$ cat src/rtl/fir_lp_pkg.sv
// Shared constants, coefficient table and controller states for the
// two-channel time-shared low-pass FIR.
package fir_lp_pkg;
  localparam int NTAPS = 33;
  localparam int XW    = 21;
  localparam int SHIFT = 14;
  localparam int ACCW  = 43;
  localparam int CW    = 16;
  localparam int PW    = XW + CW;

  typedef enum logic [1:0] {CLEAR, IDLE, MAC, OUT} state_t;

  localparam logic signed [CW-1:0] C [0:NTAPS-1] = '{
    16'sd0,   16'sd2,   16'sd8,   16'sd22,  16'sd44,  16'sd76,  16'sd118,
    16'sd168, 16'sd226, 16'sd289, 16'sd355, 16'sd424, 16'sd492, 16'sd558,
    16'sd620, 16'sd677, 16'sd727, 16'sd770, 16'sd804, 16'sd829, 16'sd845,
    16'sd852, 16'sd849, 16'sd838, 16'sd818, 16'sd791, 16'sd756, 16'sd715,
    16'sd670, 16'sd619, 16'sd566, 16'sd510, 16'sd453
  };
endpackage

$ cat src/rtl/fir_hist_buf.sv
// Sample history for both channels: one write port, one asynchronous read
// port, plus a clear strobe that zeroes one index in both banks at once.
module fir_hist_buf #(
  parameter int NTAPS = 33,
  parameter int XW    = 21
) (
  input  logic                     clk,
  input  logic                     i_we,
  input  logic                     i_clr,
  input  logic                     i_wch,
  input  logic [$clog2(NTAPS)-1:0] i_widx,
  input  logic [XW-1:0]            i_wdata,
  input  logic                     i_rch,
  input  logic [$clog2(NTAPS)-1:0] i_ridx,
  output logic [XW-1:0]            o_rdata
);
  logic [XW-1:0] r_mem [0:1][0:NTAPS-1];

  always_ff @(posedge clk) begin
    if (i_clr) begin
      r_mem[0][i_widx] <= '0;
      r_mem[1][i_widx] <= '0;
    end else if (i_we) begin
      r_mem[i_wch][i_widx] <= i_wdata;
    end
  end

  assign o_rdata = r_mem[i_rch][i_ridx];
endmodule

$ cat src/rtl/fir_tdm_sched.sv
// Two independent FIR channels sharing one multiplier and accumulator;
// round-robin arbitration on ties, 35 cycles per accepted sample.
module fir_tdm_sched
  import fir_lp_pkg::*;
#(
  parameter int NTAPS = fir_lp_pkg::NTAPS,
  parameter int XW    = fir_lp_pkg::XW,
  parameter int SHIFT = fir_lp_pkg::SHIFT
) (
  input  logic          clk,
  input  logic          reset,
  input  logic          ch0_valid,
  input  logic          ch1_valid,
  input  logic [XW-1:0] ch0_x,
  input  logic [XW-1:0] ch1_x,
  output logic          ch0_ready,
  output logic          ch1_ready,
  output logic [XW-1:0] y,
  output logic          y_ch,
  output logic          y_valid,
  output logic          busy
);
  localparam int AW = $clog2(NTAPS);

  function automatic logic [AW-1:0] tap_addr(input logic [AW-1:0] wp,
                                             input logic [AW-1:0] k);
    logic [AW:0] s;
    s = {1'b0, wp} + (AW+1)'(NTAPS) - {1'b0, k};
    if (s >= (AW+1)'(NTAPS)) s = s - (AW+1)'(NTAPS);
    return s[AW-1:0];
  endfunction

  function automatic logic [AW-1:0] wp_inc(input logic [AW-1:0] wp);
    return (wp == AW'(NTAPS-1)) ? '0 : wp + 1'b1;
  endfunction

  // Floor of acc / 2^SHIFT, wrapped to XW bits.
  function automatic logic [XW-1:0] round_out(input logic signed [ACCW-1:0] a);
    return a[SHIFT+XW-1:SHIFT];
  endfunction

  state_t                 r_state, w_next_state;
  logic [AW-1:0]          r_cnt;
  logic [AW-1:0]          r_wp0, r_wp1, r_wp_cur;
  logic                   r_ch, r_last_grant;
  logic signed [ACCW-1:0] r_acc;
  logic [XW-1:0]          r_y;
  logic                   r_y_ch, r_y_valid;

  logic                   w_idle, w_accept, w_acc_ch;
  logic [AW-1:0]          w_widx;
  logic [XW-1:0]          w_wdata, w_rdata;
  logic signed [PW-1:0]   w_prod;
  logic signed [ACCW-1:0] w_prod_ext;

  assign w_idle    = (r_state == IDLE);
  assign ch0_ready = w_idle & ch0_valid & (~ch1_valid | r_last_grant);
  assign ch1_ready = w_idle & ch1_valid & (~ch0_valid | ~r_last_grant);
  assign w_accept  = ch0_ready | ch1_ready;
  assign w_acc_ch  = ch1_ready;
  assign w_widx    = (r_state == CLEAR) ? r_cnt : (w_acc_ch ? r_wp1 : r_wp0);
  assign w_wdata   = w_acc_ch ? ch1_x : ch0_x;

  fir_hist_buf #(.NTAPS(NTAPS), .XW(XW)) u_hist (
    .clk     (clk),
    .i_we    (w_accept & reset),
    .i_clr   ((r_state == CLEAR) & reset),
    .i_wch   (w_acc_ch),
    .i_widx  (w_widx),
    .i_wdata (w_wdata),
    .i_rch   (r_ch),
    .i_ridx  (tap_addr(r_wp_cur, r_cnt)),
    .o_rdata (w_rdata)
  );

  assign w_prod     = $signed(w_rdata) * C[r_cnt];
  assign w_prod_ext = {{(ACCW-PW){w_prod[PW-1]}}, w_prod};

  always_comb begin
    w_next_state = r_state;
    case (r_state)
      CLEAR: if (r_cnt == AW'(NTAPS-1)) w_next_state = IDLE;
      IDLE:  if (w_accept)              w_next_state = MAC;
      MAC:   if (r_cnt == AW'(NTAPS-1)) w_next_state = OUT;
      OUT:                              w_next_state = IDLE;
      default:                          w_next_state = CLEAR;
    endcase
  end

  always_ff @(posedge clk) begin
    if (!reset) begin
      r_state      <= CLEAR;
      r_cnt        <= '0;
      r_wp0        <= '0;
      r_wp1        <= '0;
      r_wp_cur     <= '0;
      r_ch         <= 1'b0;
      r_last_grant <= 1'b1;
      r_acc        <= '0;
      r_y          <= '0;
      r_y_ch       <= 1'b0;
      r_y_valid    <= 1'b0;
    end else begin
      r_state   <= w_next_state;
      r_y_valid <= 1'b0;
      case (r_state)
        CLEAR: r_cnt <= (r_cnt == AW'(NTAPS-1)) ? '0 : r_cnt + 1'b1;
        IDLE: if (w_accept) begin
          r_ch     <= w_acc_ch;
          r_wp_cur <= w_acc_ch ? r_wp1 : r_wp0;
          if (w_acc_ch) r_wp1 <= wp_inc(r_wp1);
          else          r_wp0 <= wp_inc(r_wp0);
          r_acc    <= '0;
          r_cnt    <= '0;
        end
        MAC: begin
          r_acc <= r_acc + w_prod_ext;
          r_cnt <= (r_cnt == AW'(NTAPS-1)) ? '0 : r_cnt + 1'b1;
        end
        OUT: begin
          r_y          <= round_out(r_acc);
          r_y_ch       <= r_ch;
          r_y_valid    <= 1'b1;
          r_last_grant <= r_ch;
        end
        default: ;
      endcase
    end
  end

  assign y       = r_y;
  assign y_ch    = r_y_ch;
  assign y_valid = r_y_valid;
  assign busy    = ~w_idle;
endmodule

$ cat config.mk
export PLATFORM = sky130hd
export DESIGN_NAME = fir_tdm_sched
export DESIGN_NICKNAME = d
export VERILOG_FILES = /design/src/rtl/fir_lp_pkg.sv /design/src/rtl/fir_hist_buf.sv /design/src/rtl/fir_tdm_sched.sv
export SDC_FILE = /design/constraint.sdc
export NUM_CORES = 2
export LEC_CHECK = 0
export BUFFER_PORTS_ARGS = -buffer_cell sky130_fd_sc_hd__buf_4
export CORE_AREA = 2 2 352 354
export DETAILED_ROUTE_END_ITERATION = 6
export DIE_AREA = 0 0 354 356
export PLACE_DENSITY = 0.86
export SYNTH_ARGS = -nofsm -noshare
export SYNTH_HDL_FRONTEND = slang
export SYNTH_SLANG_ARGS = --single-unit
$ cat constraint.sdc
create_clock -name clk -period 12.3 [get_ports clk]
set_clock_uncertainty 0.15 [all_clocks]
set_input_delay 2.46 -clock clk [delete_from_list [all_inputs] [get_ports clk]]
set_output_delay 2.46 -clock clk [all_outputs]
set_load 0.01 [all_outputs]
==> flow_summary.toml <==
[synthesis]
synth_top_cell_by_area = "edfxtp_1"
synth_most_common_cell = "nor2_1"
ys_warn_count = 0
seq_area_frac_synth_pct = 55.7
synth_simple_gate_area_share_pct = 13.5
ys_types = 108
avgSynthCellArea_sq_um = 11.6
synth_adder_area_share_pct = 7.91
synth_area_leaders = "edfxtp_1, nor2_1, fa_1"
synth_xor_area_share_pct = 0.580
ys_ff_latch = 1473
synth_edf_count = 1386
synthArstFlopShare_pct = 0
synth-compound-area-share_pct = 10.1
synth_top_family_by_area = "simple AND/OR/NAND/NOR gates"
netlist_area_sq_mm = 0.0779
synth_flop_cell = "edfxtp_1"
muxShareOfSynthArea_pct = 6.98
syn_inst = 6730
synth_common_cells = "nor2_1, edfxtp_1, inv_1"
synth_top_area_share_pct = 53.5
syn-num-nets = 7134

[sta]
setup-violations-final = 0
max_slew_margin_pct = 3.34
hold_ws_ns = 0.319
maxSlewViolCount = 0
min_period_ns = 11.61
rsz0062_at_grt = "no"
hold_viol_final = 0
setup_tns_ns = 0
finalCritPeriodShare_pct = 94.4
tightest_slew_ns = 1.43
fmax_mhz = 86.1

[status]
status = "finished with violations"
violations = "design-rule violations"

[detailed_routing]
drt_iter0_drc = 11600
drc = 86
wl_per_cell_um = 32.2
vias = 59500
totalWireLength_mm = 271
drt_first_pass_iters = 7
drtAntennaViolNets = 0
avgViaCountPerCell = 7.08

[cells_and_area]
num-fill-cells = 8140
layout-drive-gt1-share_pct = 12.4
final_nets = 7042
synthToLayoutAreaGrowth_pct = 9.04
final_util_pct = 69.2
fin_cells = 8404

[worst_hold_path]
holdPathStages = 2
hold_class = "flip-flop to flip-flop"

[placement]
port_buffers = 71
hpwl_mm = 175
gp_congestion = 1.07
dp.cells = 8124

[clocking]
cts_root_buffer = "clkbuf_16"
cts_tree = "done"
clk_latency_ns = 0.82
cts_buffers = 148
clk_pin_slew_ns = 0.06
cts.htree.levels = 4
clock_sinks = 1473
cts.path.max_buffers = 3
cts-resized-gates = 0
post_cts_buffers = 0
cts_hold_buffers = 0

[global_routing]
grt_usage_pct = 42.7
grt_max_degree = 157
overflow = 0
antenna_found_initial = 15
grt_pass1_wl_mm = 390
first_global_vias = 58100

[die]
start_util_pct = 63.5
io_pins = 72
num_rows = 129
die_w_um = 354
core-area_sq_mm = 0.123
die_height_um = 356
fp.dieArea_sq_mm = 0.126

[flow_run]
cap_viol_max_count = 0

[critical_path]
cp-start-kind = "flip-flop"
cp_common_cell = "fa_1"
max_stage_delay_ns = 0.68
rr_worst_depth = 38
worstSetupEndpointType = "flip-flop"
critPathSlowestCell = "a22o_1"
path_class = "flip-flop to flip-flop"
crit_arrival_ns = 12.11
critPathMaxFanout = 33
worstPathRequired_ns = 12.79
## cell type report
class	count	area, sq um	share of cell area (%)
repair buffers	290	2340	2.76
clock buffers	190	3910	4.61
inverters	460	1730	2.03
diodes	14	35.0	0.0413
multi-input cells	4265	30900	36.3
flip-flops and latches	1473	43400	51.1
clock inverters	75	621	0.731
well taps	1637	2050	2.41
## placed cells by master, fill, tap and decap left out, types with 134 or more instances in the layout
cell,count
a211oi_1,195
fa_1,224
mux2i_1,273
and3_1,183
nor2_1,1474
inv_1,456
edfxtp_1,1386
ha_1,134
clkbuf_16,150
buf_4,276
nand2_1,394
## cell families (layout without fill, tap and decap cells)
family | after synthesis | in the layout
mux | 405 | 405
compound gates | 985 | 985
other cells | 0 | 14
buf+inv | 992 | 1015
xor+xnor | 49 | 49
flops | 1473 | 1473
simple gates | 2468 | 2468
fa+ha+maj | 358 | 358
## final timing paths
| path | from | end | slack [ns] |
|---|---|---|---|
| min reg2reg | r_acc[13]$_SDFFE_PN0P_ | r_acc[13]$_SDFFE_PN0P_ | 0.32 |
| max reg2reg | r_cnt[1]$_SDFFE_PN0P_ | r_acc[32]$_SDFFE_PN0P_ | 0.69 |
| min | r_acc[13]$_SDFFE_PN0P_ | r_acc[13]$_SDFFE_PN0P_ | 0.32 |
| max | r_cnt[1]$_SDFFE_PN0P_ | r_acc[32]$_SDFFE_PN0P_ | 0.69 |
## worst max-delay path: cells and delay by family, from the launching register on
| family | cells | cell delay [ns] |
|---|---|---|
| buf+inv | 8 | 0.96 |
| compound gates | 13 | 3.65 |
| xor+xnor | 1 | 0.15 |
| flops | 1 | 0.30 |
| simple gates | 6 | 1.76 |
| fa+ha+maj | 10 | 4.45 |
## state kept, by name (all words and copies together) (netlist names), named ones only
name          cells
r_last_grant      1
r_ch              1
r_cnt             6
r_wp_cur          6
r_acc            35
r_state           2
y                21
y_ch              1
r_wp0             6
y_valid           1
r_wp1             6
u_hist.r_mem   1386
## metrics by stage
stage / worst slack [ns] / cell area [sq um]
finish: 0.685 / 84900
global route: 0.289 / 84900
CTS: 0.956 / 84900
detailed placement: 0.988 / 80300
global placement: 1.17 / 80300
floorplan: 2.44 / 77900
## layer usage
| layer | track usage [%] | share of wire (%) | routed length, um | up-vias |
|---|---|---|---|---|
| met4 | 30.4 | 9.2 | 24900 | 14 |
| met2 | 60.6 | 42 | 112000 | 5816 |
| met1 | 51.2 | 31 | 84000 | 28400 |
| li1 | - | - | - | 23800 |
| met5 | 0.792 | 0.070 | 189 | - |
| met3 | 20.5 | 18 | 49200 | 1464 |
Power is left out: the tool's default activity adds up to more than one toggle a clock period on the data nets, which glitch-free logic cannot reach.
